[src/rtl/time_display_driver.sv]
// time_display_driver: converts binary seconds/minutes (0-59) to BCD with a
// sequential double-dabble engine and scans four common-anode 7-segment digits
// showing MM.SS, with refresh timing, segment encoding, dp and blanking.
// Ports: clk_in/reset_in (async active-low); sec_in/min_in binary values;
//        blank_in turns all anodes off; an_out digit enables (bit0 = sec ones
//        .. bit3 = min tens); seg_out {g..a}; dp_out; bcd_valid_out set once
//        the first conversion has committed.
module time_display_driver #(
  parameter int REFRESH_DIV      = 100000,
  parameter bit ANODE_ACTIVE_LOW = 1'b1,
  parameter bit SEG_ACTIVE_LOW   = 1'b1
) (
  input  logic       clk_in,
  input  logic       reset_in,
  input  logic [7:0] sec_in,
  input  logic [7:0] min_in,
  input  logic       blank_in,
  output logic [3:0] an_out,
  output logic [6:0] seg_out,
  output logic       dp_out,
  output logic       bcd_valid_out
);

  localparam int              CNT_W   = $clog2(REFRESH_DIV);
  localparam logic [CNT_W-1:0] CNT_MAX = CNT_W'(REFRESH_DIV - 1);
  localparam logic [3:0]      AN_OFF  = ANODE_ACTIVE_LOW ? 4'hF : 4'h0;
  localparam logic [6:0]      SEG_OFF = SEG_ACTIVE_LOW ? 7'h7F : 7'h00;
  localparam logic            DP_OFF  = SEG_ACTIVE_LOW;

  typedef enum logic [1:0] {
    IDLE   = 2'd0,
    SHIFT  = 2'd1,
    COMMIT = 2'd2
  } state_t;

  state_t           state, state_nxt;
  logic [7:0]       sec_shadow, min_shadow;
  logic [7:0]       sec_sr, min_sr;
  logic [7:0]       sec_acc, min_acc;
  logic             sec_ovr, min_ovr;
  logic [2:0]       shift_cnt;
  logic [3:0][3:0]  dig;
  logic             sec_dash, min_dash;
  logic [CNT_W-1:0] refresh_cnt;
  logic [1:0]       digit_idx;
  logic             capture;

  // One double-dabble step: correct each nibble that would overflow past 9
  // after doubling, then shift in the next binary bit.
  function automatic logic [7:0] dd_step(input logic [7:0] acc, input logic b);
    logic [3:0] lo;
    logic [3:0] hi;
    lo = acc[3:0];
    hi = acc[7:4];
    if (lo >= 4'd5) lo = lo + 4'd3;
    if (hi >= 4'd5) hi = hi + 4'd3;
    return 8'({hi, lo, b});
  endfunction

  // A new conversion starts when the inputs differ from what was last
  // captured, or unconditionally until the first result has been committed.
  assign capture = (state == IDLE) &&
                   (({min_in, sec_in} != {min_shadow, sec_shadow}) || !bcd_valid_out);

  always_ff @(posedge clk_in or negedge reset_in) begin
    if (!reset_in) state <= IDLE;
    else           state <= state_nxt;
  end

  always_comb begin
    state_nxt = state;
    case (state)
      IDLE:    if (capture) state_nxt = SHIFT;
      SHIFT:   if (shift_cnt == 3'd7) state_nxt = COMMIT;
      COMMIT:  state_nxt = IDLE;
      default: state_nxt = IDLE;
    endcase
  end

  // Conversion datapath. Both fields shift in parallel from working copies so
  // the shadow stays intact for change detection.
  always_ff @(posedge clk_in or negedge reset_in) begin
    if (!reset_in) begin
      sec_shadow    <= '0;
      min_shadow    <= '0;
      sec_sr        <= '0;
      min_sr        <= '0;
      sec_acc       <= '0;
      min_acc       <= '0;
      sec_ovr       <= 1'b0;
      min_ovr       <= 1'b0;
      shift_cnt     <= '0;
      dig           <= '0;
      sec_dash      <= 1'b0;
      min_dash      <= 1'b0;
      bcd_valid_out <= 1'b0;
    end else if (capture) begin
      sec_shadow <= sec_in;
      min_shadow <= min_in;
      sec_sr     <= sec_in;
      min_sr     <= min_in;
      sec_acc    <= '0;
      min_acc    <= '0;
      sec_ovr    <= (sec_in > 8'd59);
      min_ovr    <= (min_in > 8'd59);
      shift_cnt  <= '0;
    end else if (state == SHIFT) begin
      sec_acc   <= dd_step(sec_acc, sec_sr[7]);
      min_acc   <= dd_step(min_acc, min_sr[7]);
      sec_sr    <= {sec_sr[6:0], 1'b0};
      min_sr    <= {min_sr[6:0], 1'b0};
      shift_cnt <= shift_cnt + 3'd1;
    end else if (state == COMMIT) begin
      dig[0]        <= sec_acc[3:0];
      dig[1]        <= sec_acc[7:4];
      dig[2]        <= min_acc[3:0];
      dig[3]        <= min_acc[7:4];
      sec_dash      <= sec_ovr;
      min_dash      <= min_ovr;
      bcd_valid_out <= 1'b1;
    end
  end

  // Free-running refresh counter; the digit index steps on each wrap.
  always_ff @(posedge clk_in or negedge reset_in) begin
    if (!reset_in) begin
      refresh_cnt <= '0;
      digit_idx   <= '0;
    end else if (refresh_cnt == CNT_MAX) begin
      refresh_cnt <= '0;
      digit_idx   <= digit_idx + 2'd1;
    end else begin
      refresh_cnt <= refresh_cnt + 1'b1;
    end
  end

  logic [3:0] cur_dig;
  logic       cur_dash;
  logic [6:0] pat;
  logic [3:0] an_on;
  logic [3:0] an_nxt;
  logic [6:0] seg_nxt;
  logic       dp_nxt;

  always_comb begin
    cur_dig  = dig[digit_idx];
    cur_dash = digit_idx[1] ? min_dash : sec_dash;
    pat      = 7'b1111111;
    if (cur_dash) begin
      pat = 7'b0111111;
    end else begin
      case (cur_dig)
        4'd0:    pat = 7'b1000000;
        4'd1:    pat = 7'b1111001;
        4'd2:    pat = 7'b0100100;
        4'd3:    pat = 7'b0110000;
        4'd4:    pat = 7'b0011001;
        4'd5:    pat = 7'b0010010;
        4'd6:    pat = 7'b0000010;
        4'd7:    pat = 7'b1111000;
        4'd8:    pat = 7'b0000000;
        4'd9:    pat = 7'b0010000;
        default: pat = 7'b1111111;
      endcase
    end
    an_on   = (bcd_valid_out && !blank_in) ? (4'b0001 << digit_idx) : 4'b0000;
    an_nxt  = ANODE_ACTIVE_LOW ? ~an_on : an_on;
    seg_nxt = SEG_ACTIVE_LOW ? pat : ~pat;
    // dp sits between the minutes and seconds pairs, i.e. on minutes-ones.
    dp_nxt  = (digit_idx == 2'd2) ? ~DP_OFF : DP_OFF;
  end

  always_ff @(posedge clk_in or negedge reset_in) begin
    if (!reset_in) begin
      an_out  <= AN_OFF;
      seg_out <= SEG_OFF;
      dp_out  <= DP_OFF;
    end else begin
      an_out  <= an_nxt;
      seg_out <= seg_nxt;
      dp_out  <= dp_nxt;
    end
  end

endmodule

[config.mk]
export PLATFORM = sky130hd
export DESIGN_NAME = time_display_driver
export DESIGN_NICKNAME = d
export VERILOG_FILES = /design/src/rtl/time_display_driver.sv
export SDC_FILE = /design/constraint.sdc
export NUM_CORES = 1
export LEC_CHECK = 0
export ABC_AREA = 1
export CORE_ASPECT_RATIO = 0.7
export CORE_MARGIN = 2
export CORE_UTILIZATION = 54
export CTS_BUF_LIST = sky130_fd_sc_hd__clkbuf_8
export DETAILED_ROUTE_END_ITERATION = 10
export PLACE_DENSITY = 0.73
export SYNTH_ARGS = -nofsm -noshare
export SYNTH_HDL_FRONTEND = slang
export SYNTH_SLANG_ARGS = --single-unit
[constraint.sdc]
create_clock -name clk_in -period 1.83 [get_ports clk_in]
set_clock_uncertainty 0.1 [all_clocks]
set_input_delay 0.2745 -clock clk_in [delete_from_list [all_inputs] [get_ports clk_in]]
set_output_delay 0.2745 -clock clk_in [all_outputs]
set_load 0.05 [all_outputs]
# After elaboration in Yosys (flattened, before gate mapping)
# Memories as Yosys holds them, arrays and structs flattened.
# Cells that the tools add are included.
[totals] rom_bits=112 inputBits=19 elab_cells=82 mem_count=1 regBits=105 output_inout_bits=13
[mem_list] memory="(no name shown)" words=16 word_bits=7 read_ports=1 rd_ports_with_merged_regs=0 wr=0 line_no="152" source="case (cur_dig)"
[op_classes] reduce_logical=9 addsub=7 n_bitwise=3 n_shift=1 n_eq_ne=8 order_cmp=7 muxes=24
[ops] operator="$mux W8" n=8
[ops] operator="$add A17 B1 Y17 const B" n=1
[ops] operator="$eq A17 B17 Y1 const B" n=1
[ops] operator="$mux W17" n=1
[ops] operator="$ge A4 B3 Y1 const B" n=4
[ops] operator="$gt A8 B6 Y1 const B" n=2
[ops] operator="$mux W4" n=4
[ops] operator="$ne A16 B16 Y1" n=1
[ops] operator="$mux W3" n=4
[ops] operator="$add A4 B2 Y4 const B" n=2
[ops] operator="$bmux W4 S2" n=1
[ops] operator="$mux W7" n=1
[ops] operator="$add A3 B2 Y3 const B" n=2
[ops] operator="$eq A2 B2 Y1 const B" n=2
[ops] operator="$mux W2" n=2
[ops] operator="$ne A2 B2 Y1 const B" n=2
[ops] operator="$not A4 Y4" n=1
[ops] operator="$pmux W2 S2" n=1
[ops] operator="$shl A1 B2 Y4 const A" n=1
[ops] operator="$add A3 B1 Y3 const B" n=1
[ops] operator="$eq A3 B3 Y1 const B" n=1
[ops] operator="$lt A2 B3 Y1 const B" n=1
[ops] operator="$reduce_and A3 Y1" n=1
[ops] operator="$add A2 B1 Y2 const B" n=1
[ops] operator="other kinds (9)" n=13

# Longest topological paths before layout
[depth] ltp_word=5 depth_mapped=12 ltp_nobuf=11

# Least setup slack after synthesis
# OpenSTA, ideal clock, no wires.
[synth_path] path_type="reg2reg" from="reg bcd_valid_out" to="reg state[0]" setup_time_ns=0.128 arrival_time_ns=1.590 n_path_buf=2 synth_period_minus_slack_ns=1.818 stages_incl_launch_ff=10 setup_slack_ns=0.012 t_required_ns=1.602 path_cell_list="dfrtp_1 inv_2 nor2_1 nand3_1 nor2_2 nand3_4 nand2_4 buf_6 buf_8 o21ai_0"
[synth_between] elab_chain_cells=5
[synth_lines] item="start: declaration" line_no="21" source="output logic bcd_valid_out"
[synth_lines] item="start signal: assignment" line_no="96" source="bcd_valid_out <= 1'b0;"
[synth_lines] item="start signal: assignment" line_no="120" source="bcd_valid_out <= 1'b1;"
[synth_lines] item="$logic_not A1 Y1" line_no="63" source="(({min_in, sec_in} != {min_shadow, sec_shadow}) || !bcd_valid_out);"
[synth_lines] item="$logic_or A1 B1 Y1" line_no="63"
[synth_lines] item="$logic_and A1 B1 Y1" line_no="62" source="assign capture = (state == IDLE) &&"
[synth_lines] item="$ne A2 B2 Y1 (no line)"
[synth_lines] item="$reduce_and A2 Y1 (no line)"
[synth_lines] item="end signal: assignment" line_no="67" source="else state <= state_nxt;"
[synth_lines] item="end: declaration" line_no="36" source="state_t state, state_nxt;"
# No other way between the ends.
# A chain may end at the register's enable or synchronous reset.

# Worst setup path in the final report
[layout_path] from="reg digit_idx[0]" to="reg seg_out[5]"
[layout_between] elab_chain_cells=4
[layout_lines] item="start: declaration" line_no="45" source="logic [1:0] digit_idx;"
[layout_lines] item="start signal: assignment" line_no="131" source="digit_idx <= digit_idx + 2'd1;"
[layout_lines] item="$bmux W4 S2" line_no="146" source="cur_dig = dig[digit_idx];"
[layout_lines] item="$mux W4 (implied by the code)" line_no="146"
[layout_lines] item="$mem_v2 Z16 W7"
[layout_lines] item="$mux W7" line_no="149" source="if (cur_dash) begin"
[layout_lines] item="net pat[5]" line_no="139" source="logic [6:0] pat;"
[layout_lines] item="end signal: assignment" line_no="180" source="seg_out <= seg_nxt;"
[layout_lines] item="end: declaration" line_no="19" source="output logic [6:0] seg_out,"
# The timed path passes the listed nets, and every way through them passes these cells. The select of a mux whose other input is x is not followed.

==> qor.csv <==
stage,metric,value,unit
floorplanning,die area,10700,sq um
synth,number of synthesized flops with an enable pin,0,
finish,"Area growth, synth to finish",16.3,%
global_routing,overall overflow remaining after global route,0,
worst_setup_path,Critical-path top delay cell,dfrtp_1,
cts,Clock Sinks,105,
power,Cell Pwr Density,1460,nW/um^2
worst_setup_path,cells on worst reg2reg path,8,
run,max_cap viols,0,
synth,Yosys cell types,34,
synth,synthesized cell area,5330,sq um
placed_design,dpl hpwl,7980,microns
routing,routed via count,4204,
sta,"Setup violations, final",0,
routing,antenna-violating nets left,0,
finish,final core occ,64.2,%
floorplanning,Die Span X,123,microns
global_routing,global-route wire length before repair,18600,microns
routing,DRT iter0 DRCs,298,
routing,DRC viols,0,
finish,nets,739,
global_routing,largest net degree at the start of global routing,47,
sta,RSZ-0062 raised after global routing,yes,
sta,final slew viol count,0,
cts,H-Tree Depth,3,
sta,slew margin rel.,64.2,%
worst_setup_path,CP arrival,1.89,ns
synth,Syn. warnings,0,
sta,FMAX,591,MHz
synth,synthesized area per cell,8.27,sq um
synth,"area leader, netlist",dfrtp_1,
worst_setup_path,CP most frequent cell,nand2_1,
synth,Mapped Nets,683,
worst_setup_path,"Buf+Inv Stages, Crit Path",2,
worst_setup_path,critical path depth,8,
worst_setup_path,Setup crit end kind,flop,
finish,ratio of cells with drive above 1 in the final layout,15.2,%
synth,#FFs+latches synth,105,
synth,commonest cells in the netlist,"180 x nand2_1, 94 x inv_1, 93 x dfrtp_1",
worst_setup_path,Critical Setup Path Class,reg2reg,
routing,drt wl/cell,13.1,microns
sta,Final min period,1.69,ns
worst_setup_path,CP peak stage delay,0.41,ns
cts,TritonCTS clock tree,yes,
floorplanning,boundary pin count,32,
routing,Detailed Routing Iterations Pass 1,4,
sta,fin crit share,92.4,%
synth,Cells after Synth,644,
floorplanning,initial core utilization,55.2,%
routing,final WL,10900,microns
power,Leak,3.17,nW
floorplanning,die height,87.1,microns
synth,top-area cell type share of the netlist area,43.7,%
worst_setup_path,"delay-heaviest family, CP",flip-flops,
hold_path,hold crit path type,in2async,
placed_design,IO buf count,31,
cts,CTS Buf Count,9,
global_routing,Total Routing Usage GR,22.2,%
floorplanning,Core Rows,30,
sta,worst slew pin tran,0.538,ns
global_routing,initial antenna violation count,0,
sta,"Hold Violations, Final",0,
worst_setup_path,critical path cell sequence,buf_4 > a21oi_1 > o21ai_0 > nand2_1 > inv_1 > ha_1 > o211ai_1 > nand2_1,
cts,CTS max path bufs,2,
global_routing,vias in the first global route,3965,
synth,leading register cell type out of synthesis,dfrtp_1,
synth,"top cells by area, synth","dfrtp_1 44%, nand2_1 13%, inv_1 6.6%, dfstp_2 5.9%, nand3_1 5.5%",
cts,Worst-path clk slew,0.10,ns
synth,"count leader, synth",nand2_1,
floorplanning,total core area,9650,sq um
finish,diodes inserted,0,
worst_setup_path,Worst setup SP type,flop,
worst_setup_path,CP max FO,8,
sta,hold slack,0.260,ns
cts,Clock Latency Late Sink,0.37,ns
worst_setup_path,Crit path required time,2.03,ns
placed_design,GPL Wtd Cong,0.872,
power,worst vdd ir,0.752,mV
synth,"FFs w/ async S/R, synth",100,%
run_status,outcome,completed,
synth,sequential area share after synthesis,49.6,%
routing,vias per cell,5.05,
cts,CTS root buffer,clkbuf_8,
==> registers in the layout, summed over array words and instances (netlist names), 4 cells and up <==
signal       count
min_sr           8
sec_acc          8
min_shadow       8
an_out           4
sec_shadow       8
sec_sr           8
seg_out          7
dig             16
min_acc          8
refresh_cnt     17
==> layout make-up <==
cell class                 instances  area, sq um
clock inverter                     7         77.6
timing repair buffer              64          588
multi-input combinational        421         2230
fill                             784         3450
tap                              128          160
clock buffer                       9          124
sequential                       105         2640
inverter                          99          374
==> worst paths after layout <==
check / start / end / slack [ns]
setup / recovery: digit_idx[0] / seg_out[5] / 0.14
hold / removal: reset_in / min_sr[7] / 0.26
setup reg to reg: digit_idx[0] / seg_out[5] / 0.14
hold reg to reg: refresh_cnt[0] / refresh_cnt[0] / 0.36
max in group asynchronous: reset_in / refresh_cnt[10] / 0.81
min in group clk_in: refresh_cnt[0] / refresh_cnt[0] / 0.36
==> layer usage <==
layer	up-vias	wire length (microns)	GRT usage (%)
met1	1965	5340	31.5
met3	12	571	5.69
met5	-	0	0
met2	93	4890	34.6
met4	0	97	4.70
li1	2134	-	-
==> power breakdown <==
part	total [mW]	internal, mW	switching, mW
Combinational	3.74	1.37	2.37
Clock	1.47	0.645	0.825
Sequential	3.84	3.23	0.612
Total	9.06	5.25	3.81
==> layout by cell type, fill, tap and decap left out, types with 2 or more instances in the layout <==
cell / instances
nand2_1: 180
inv_1: 94
dfrtp_1: 93
nand3_1: 56
o21ai_0: 47
buf_4: 41
nor2_1: 29
ha_1: 20
nand3_2: 17
clkdlybuf4s50_1: 17
a21oi_1: 16
dfstp_2: 12
o21ai_1: 11
xor2_1: 11
clkbuf_8: 9
nand4_1: 7
xnor2_1: 5
buf_12: 5
nor3_1: 4
nor2_2: 4
inv_2: 3
o211ai_1: 2
inv_6: 2
clkinv_4: 2
==> cell families (layout without fill, tap and decap cells) <==
kind of cell	Yosys count	count (layout)	synth area share, %
AOI/OAI and AO/OA	80	80	7.82
xor gates and xnor gates	16	16	2.63
buffers and inverters	118	179	9.16
and+or+nand+nor	303	303	25.7
adders and majority gates	20	20	4.70
muxes	2	2	0.399
DFF	105	105	49.6
==> per-stage QoR <==
| step | instance area [sq um] | power [mW] | cells | worst slack [ns] | TNS, ns |
|---|---|---|---|---|---|
| floorplan | 5330 | 6.60 | 644 | 0.0118 | 0 |
| global placement | 5950 | 7.42 | 816 | -0.204 | -7.27 |
| detailed placement | 5950 | 7.60 | 816 | -0.255 | -9.68 |
| CTS | 6160 | 9.09 | 833 | 0.0471 | 0 |
| global route | 6190 | 9.88 | 833 | -0.0256 | -0.0355 |
| finish | 6190 | 9.06 | 833 | 0.139 | 0 |
==> what timing repair did <==
item	CTS	global route
resized for setup	0	9
endpoints found under the hold margin	17	0
hold buffers	1	0
setup buffers	0	0
endpoints found under the setup margin	0	16
Power figures use the tool's default switching activity.
